**config.mk**
```make
export PLATFORM = sky130hd
export DESIGN_NAME = mode4_adder_ctrl
export DESIGN_NICKNAME = d
export VERILOG_FILES = /design/src/rtl/mode4_adder_ctrl.sv
export SDC_FILE = /design/constraint.sdc
export NUM_CORES = 1
export LEC_CHECK = 0
export ABC_CLOCK_PERIOD_IN_PS = 3000
export CELL_PAD_IN_SITES_DETAIL_PLACEMENT = 0
export CELL_PAD_IN_SITES_GLOBAL_PLACEMENT = 1
export CORE_MARGIN = 4
export CORE_UTILIZATION = 35
export CTS_BUF_LIST = sky130_fd_sc_hd__clkbuf_2
export CTS_CLUSTER_DIAMETER = 60
export DETAILED_ROUTE_END_ITERATION = 10
export PLACE_DENSITY = 0.72
export SYNTH_ARGS = -nofsm -noshare
export SYNTH_HDL_FRONTEND = slang
export SYNTH_SLANG_ARGS = --single-unit
export TNS_END_PERCENT = 5
```
**constraint.sdc**
```tcl
create_clock -name clk -period 3 [get_ports clk]
set_clock_uncertainty 0.2 [all_clocks]
set_input_delay 0.3 -clock clk [delete_from_list [all_inputs] [get_ports clk]]
set_output_delay 0.3 -clock clk [all_outputs]
set_load 0.01 [all_outputs]
```
**src/rtl/mode4_adder_ctrl.sv**
```systemverilog
// Controller for a 4-input adder tree: two first-level adders, one second-level adder and an
// accumulator, fed one 4-element group per transfer, with a fixed two-cycle drain before done.
module mode4_adder_ctrl #(
    parameter int unsigned CNTW = 8
) (
    input  logic            clk,
    input  logic            reset,
    input  logic            start,
    input  logic [CNTW-1:0] num_groups,
    input  logic            inp_valid,
    output logic            inp_ready,
    output logic            tree_clr,
    output logic            mode4_stage2_run,
    output logic            mode4_stage1_run,
    output logic            mode4_stage0_run,
    output logic            busy,
    output logic            done,
    output logic [CNTW-1:0] grp_cnt
);

    localparam logic [2:0] StIdle  = 3'd0;
    localparam logic [2:0] StClear = 3'd1;
    localparam logic [2:0] StFeed  = 3'd2;
    localparam logic [2:0] StDrain = 3'd3;
    localparam logic [2:0] StDone  = 3'd4;

    logic [2:0]      state_q, state_d;
    logic [CNTW-1:0] num_q, num_d;
    logic [CNTW-1:0] cnt_q, cnt_d;
    logic            drain_q, drain_d;
    logic            stage1_q, stage0_q;
    logic            xfer;
    logic            last_grp;

    assign xfer     = (state_q == StFeed) && inp_valid;
    // Compare against num-1 rather than counting past num so a full-scale count never wraps.
    assign last_grp = (cnt_q == (num_q - CNTW'(1)));

    always_comb begin
        state_d = state_q;
        num_d   = num_q;
        cnt_d   = cnt_q;
        drain_d = drain_q;
        case (state_q)
            StIdle: begin
                if (start) begin
                    num_d   = num_groups;
                    cnt_d   = '0;
                    state_d = (num_groups == '0) ? StDone : StClear;
                end
            end
            StClear: state_d = StFeed;
            StFeed: begin
                if (xfer) begin
                    cnt_d = cnt_q + CNTW'(1);
                    if (last_grp) begin
                        state_d = StDrain;
                        drain_d = 1'b0;
                    end
                end
            end
            StDrain: begin
                drain_d = ~drain_q;
                if (drain_q) state_d = StDone;
            end
            StDone:  state_d = StIdle;
            default: state_d = StIdle;
        endcase
    end

    always_ff @(posedge clk or posedge reset) begin
        if (reset) begin
            state_q  <= StIdle;
            num_q    <= '0;
            cnt_q    <= '0;
            drain_q  <= 1'b0;
            stage1_q <= 1'b0;
            stage0_q <= 1'b0;
        end else begin
            state_q  <= state_d;
            num_q    <= num_d;
            cnt_q    <= cnt_d;
            drain_q  <= drain_d;
            stage1_q <= xfer;
            stage0_q <= stage1_q;
        end
    end

    assign inp_ready        = (state_q == StFeed);
    assign tree_clr         = (state_q == StClear);
    assign mode4_stage2_run = xfer;
    assign mode4_stage1_run = stage1_q;
    assign mode4_stage0_run = stage0_q;
    assign busy             = (state_q != StIdle);
    assign done             = (state_q == StDone);
    assign grp_cnt          = cnt_q;

endmodule

```
==> results of run 1 <==
[synth_stat cells, types with 2 or more instances]
cell | count | share of area (%)
dfrtp_1 | 22 | 44
nor2_1 | 12 | 3.6
inv_1 | 7 | 2.1
xnor2_1 | 7 | 4.9
xor2_1 | 7 | 4.9
mux2_2 | 6 | 5.4
nand2_1 | 5 | 1.5
nand3_1 | 5 | 2.0
o21ai_0 | 5 | 2.0
nor3_1 | 4 | 1.6
nor4_1 | 4 | 2.0
nand2b_1 | 3 | 1.5
a21oi_1 | 2 | 0.80
and3_1 | 2 | 1.0
clkbuf_1 | 2 | 0.60
ha_1 | 2 | 2.0
nand4_1 | 2 | 1.0
nor2_2 | 2 | 1.0
nor3b_1 | 2 | 1.2
[how the worst max path moves through the flow]
stage	start	endpoint	slack, ns	cells past startpoint
finish	state_q[2]	mode4_stage2_run	0.24	3
global route	state_q[2]	mode4_stage2_run	0.01	3
CTS	state_q[2]	mode4_stage2_run	0.17	3
detailed placement	inp_valid	mode4_stage2_run	0.53	4
global placement	start	mode4_stage2_run	0.59	4
floorplan	num_q[0]	drain_q	0.88	5
[cell type report]
class / count / area [sq um]
repair buffers: 27 / 268
flip-flops and latches: 22 / 551
multi-input cells: 89 / 646
clock buffers: 3 / 15.0
fillers: 341 / 1800
well taps: 46 / 57.6
inverters: 7 / 26.3
clock inverters: 1 / 30.0
[routing by layer]
metal / GRT usage, % / up-vias / wire, um
li1: - / 482 / -
met1: 18.7 / 495 / 1390
met2: 22.4 / 22 / 1330
met3: 2.50 / 5 / 105
met4: 4.56 / 0 / 31
met5: 0 / - / 0
[per-stage QoR]
step	hold slack, ns	cells	power, mW	instance area, sq um	setup slack [ns]
floorplan	0.0892	122	0.988	1250	0.879
global placement	0.176	191	1.23	1550	0.588
detailed placement	0.176	191	1.24	1550	0.529
CTS	0.222	195	1.45	1590	0.173
global route	0.242	195	1.54	1590	0.0138
finish	0.200	195	1.44	1590	0.236
[critical path, cell delays in order, from the launching register on]
cell	delay [ns]
dfrtp_1	0.50
or2b_2	0.36
nor4_1	0.43
clkdlybuf4s50_1	0.64
[power by group through the flow]
stage	registers [mW]	clock network, mW	logic, mW
floorplan	0.515	0	0.473
global placement	0.560	0	0.668
detailed placement	0.563	0	0.678
CTS	0.557	0.212	0.680
global route	0.576	0.227	0.737
finish	0.558	0.207	0.672
[kinds of logic (layout without fill, tap and decap cells)]
logic type	count (synthesis)	count (layout)
multiplexers	7	7
adder cells (fa/ha/maj)	2	2
XOR/XNOR	14	14
buffers and inverters	11	38
AND/OR/NAND/NOR	50	50
flip-flops	22	22
AO/OA/AOI/OAI	16	16
[state kept, by name, summed over array words and instances (netlist names)]
name / flops
num_q: 8
drain_q: 1
mode4_stage1_run: 1
state_q: 3
grp_cnt: 8
mode4_stage0_run: 1
==> results.toml, run 1 <==
[synthesis]
ys_warn_count = 0
synth_ff_type = "dfrtp_1"
synthCells = 122
synth_top_family_by_area = "simple AND/OR/NAND/NOR gates"
synth_area_sq_um = 1250
synth_fa_ha_area_share_pct = 2.01
synth_seq_cells = 22
synth_xor_xnor_area_share_pct = 9.83
synthMuxAreaShare_pct = 6.22
synth_compound_area_share_pct = 11.3
async_reset_ff_share_pct = 100
synthSimpleGateAreaFrac_pct = 22.4
avgSynthCellArea_sq_um = 10.2
ys_types = 40
synth_nets = 136
yosysSeqAreaShare_pct = 44.1
synth-edff-count = 0

[cts]
numCtsBuffers = 3
path_clk_slew_ns = 0.22
cts_tree = "yes"
post_cts_buffers = 0
clock_sinks = 22
root_buffer = "clkbuf_2"
cts_buffer_depth = 2
cts_resized = 0
postCtsHoldBufs = 0
clkLatencyLatePin_ns = 0.33
h-tree-depth = 1

[timing]
fin_crit_sh_pct = 92.1
rsz0062_at_grt = "no"
fmax_mhz = 362
min_period_ns = 2.76
setup_viol = 0
slew_viol_final = 0
final.setup.tns_ns = 0
max_slew_margin_pct = 43.7
tightest_slew_ns = 0.844
final_hold_viol_count = 0

[power]
powerDensity_nw_per_um2 = 902
power_switching_mw = 0.558
peakVddDrop_mv = 0.399
power.internal_mw = 0.879
p_comb_share_pct = 46.8
p_seq_share_pct = 38.8
clkPwrFrac_pct = 14.4
switching_share_pct = 38.8
leakage_nw = 0.647

[floorplanning]
rows = 21
pin_count = 27
die-height_um = 67.7
start_util_pct = 36.8
coreArea_sq_um = 3390
fp.dieArea_sq_um = 4580
die_w_um = 67.7

[global_routing]
grt_max_degree = 23
antenna_found_initial = 0
grt_pass1_vias = 974
grt_overflow = 0
grt_first_pass_wirelength_mm = 4.75
grt_usage_pct = 13.9

[routing]
drt_pass1_iterations = 4
drc = 0
routedWlPerCell_um = 14.7
drt_iter0_markers = 28
num_vias = 1004
ant_nets = 0
totalWireLength_mm = 2.86
vias_per_cell = 5.15

[job]
maxCapViolCount = 0

[setup_path]
ff2ff_setup_slack_ns = 0.70
r2r-start = "num_q[0]"
rr_worst_depth = 5
crit_fanout = 9
required_ns = 2.50
startpoint_type = "flip-flop"
setup.worst_path.class = "flip-flop to output port"
critical_path.endpoint_type = "output port"
arrival_ns = 2.26
r2r_end = "drain_q"

[cells_and_area]
final_cell_mix = "26 x clkdlybuf4s50_1, 22 x dfrtp_1, 12 x nor2_1"
finalNetCount = 164
fin_util_pct = 47.0
drive_gt1_share_pct = 14.8
syn2layout_area_growth_pct = 27.7
layout_commonest_cell = "clkdlybuf4s50_1"
diodes = 0

[status]
outcome = "complete, no violations"

[min_path]
hp-class = "input port to async pin"

[placement]
numPortBuffers = 26
dp_hpwl_mm = 2.19
place_congestion = 0.791
No activity file was read; power rests on OpenSTA's default activity.
==> inputs of run 2 (changes only) <==
--- a/config.mk
+++ b/config.mk
@@ -5,15 +5,15 @@
 export SDC_FILE = /design/constraint.sdc
 export NUM_CORES = 1
 export LEC_CHECK = 0
-export ABC_CLOCK_PERIOD_IN_PS = 3000
+export ABC_CLOCK_PERIOD_IN_PS = 2300
 export CELL_PAD_IN_SITES_DETAIL_PLACEMENT = 0
 export CELL_PAD_IN_SITES_GLOBAL_PLACEMENT = 1
-export CORE_MARGIN = 4
+export CORE_MARGIN = 10
 export CORE_UTILIZATION = 35
 export CTS_BUF_LIST = sky130_fd_sc_hd__clkbuf_2
 export CTS_CLUSTER_DIAMETER = 60
 export DETAILED_ROUTE_END_ITERATION = 10
-export PLACE_DENSITY = 0.72
+export PLACE_DENSITY = 0.75
 export SYNTH_ARGS = -nofsm -noshare
 export SYNTH_HDL_FRONTEND = slang
 export SYNTH_SLANG_ARGS = --single-unit
==> constraint.sdc (replaced) <==
create_clock -name clk -period 2.3 [get_ports clk]
set_clock_uncertainty 0.2 [all_clocks]
set_input_delay 0.23 -clock clk [delete_from_list [all_inputs] [get_ports clk]]
set_output_delay 0.23 -clock clk [all_outputs]
set_load 0.01 [all_outputs]
==> results.toml, run 2 (same netlist as run 1, synthesis figures left out) <==
[placement]
dp_hpwl_mm = 2.49
place_congestion = 0.776
numPortBuffers = 26
dp.cells = 202

[cells_and_area]
drive_gt1_share_pct = 22.8
final_cell_mix = "23 x clkdlybuf4s50_1, 21 x dfrtp_1, 13 x buf_4"
fillers = 324
layout_commonest_cell = "clkdlybuf4s50_1"
finalNetCount = 177
diodes = 0
fin_cells = 208
syn2layout_area_growth_pct = 37.3

[global_routing]
grt_pass1_vias = 1096
grt_first_pass_wirelength_mm = 5.40
antenna_found_initial = 0
grt_max_degree = 23
grt_overflow = 0
grt_usage_pct = 10.7

[setup_path]
startpoint_type = "flip-flop"
required_ns = 2.34
setup.worst_path.class = "flip-flop to flip-flop"
crit_fanout = 4
arrival_ns = 2.21
critical_path.endpoint_type = "flip-flop"

[min_path]
hp-class = "flip-flop to flip-flop"

[routing]
num_vias = 1056
wl_met2_mm = 1.67
drc = 0
routedWlPerCell_um = 15.6
drt-met1-wl_mm = 1.40
dr_wl_met3_um = 141
top_layer = "met4"
drt_pass1_iterations = 4
ant_nets = 0
drt_iter0_markers = 43
totalWireLength_mm = 3.25
vias_per_cell = 5.08

[timing]
rsz0062_at_grt = "no"
slew_viol_final = 0
setup_viol = 0
final_hold_viol_count = 0
max_slew_margin_pct = 67.5
final.setup.tns_ns = 0
min_period_ns = 2.17
tightest_slew_ns = 0.483
fmax_mhz = 461
fin_crit_sh_pct = 94.4

[power]
powerDensity_nw_per_um2 = 1120
leakage_nw = 0.715
peakVddDrop_mv = 0.517

[floorplanning]
pin_count = 27
rows = 21
start_util_pct = 36.8
coreArea_sq_um = 3390
die_w_um = 79.7
fp.dieArea_sq_um = 6350
die-height_um = 79.7

[cts]
cts_buffer_depth = 2
cts_tree = "yes"
clkLatencyLatePin_ns = 0.32
path_clk_slew_ns = 0.20
clock_sinks = 22
root_buffer = "clkbuf_2"
numCtsBuffers = 3
h-tree-depth = 1

[job]
maxCapViolCount = 0

[status]
outcome = "complete, no violations"
run 2: critical path, cell delays in order, from the launching register on:
cell	delay (ns)
dfrtp_1	0.45
or4_4	0.58
o221a_2	0.30
nor2_2	0.15
a2111oi_4	0.09
a221o_1	0.33
run 2: worst paths after layout:
kind	cells past startpoint	from	endpoint	slack, ns
hold reg to reg	0	mode4_stage1_run	mode4_stage0_run	0.21
hold / removal	0	mode4_stage1_run	mode4_stage0_run	0.21
setup / recovery	5	num_q[0]	state_q[0]	0.13
max in group asynchronous	4	reset	state_q[0]	1.10
setup reg to reg	5	num_q[0]	state_q[0]	0.13
min in group asynchronous	4	reset	num_q[5]	0.56
run 2: power breakdown:
group | leakage (nW) | internal [mW] | switching (mW) | total [mW]
Combinational | 0.423 | 0.562 | 0.488 | 1.05
Clock | 0.0140 | 0.0378 | 0.116 | 0.154
Sequential | 0.279 | 0.525 | 0.197 | 0.723
Total | 0.715 | 1.13 | 0.801 | 1.93
run 2: final cells by class:
type	instances	area, sq um	area share (%)
inverters	7	26.3	1.53
well taps	46	57.6	3.36
clock inverters	1	3.75	0.219
repair buffers	40	364	21.3
flip-flops and latches	22	552	32.2
clock buffers	3	15.0	0.877
multi-input cells	89	694	40.5
run 2: what timing repair did:
item | CTS | global route
hold buffers | 1 | 0
setup buffers | 0 | 1
hold endpoints to repair | 10 | 0
setup endpoints to repair | 5 | 2
resized for setup | 7 | 5
pin swaps | 1 | 1
run 2: metal layers:
metal / up-vias / global-route usage [%]
li1: 509 / -
met1: 528 / 12.1
met2: 17 / 18.4
met3: 2 / 3.27
met4: 0 / 3.76
met5: - / 0
run 2: through the flow:
step / setup slack [ns] / instance area [sq um] / total power, mW / hold WS, ns / util [%]
final: 0.129 / 1710 / 1.93 / 0.208 / 50.5
after global routing: 0.0153 / 1710 / 2.08 / 0.235 / 50.5
after CTS: 0.0255 / 1680 / 1.90 / 0.213 / 49.7
after detailed placement: -0.00791 / 1630 / 1.72 / 0.170 / 48.1
after global placement: 0.0789 / 1630 / 1.69 / 0.163 / 48.1
after floorplan: 0.179 / 1250 / 1.29 / 0.0192 / -
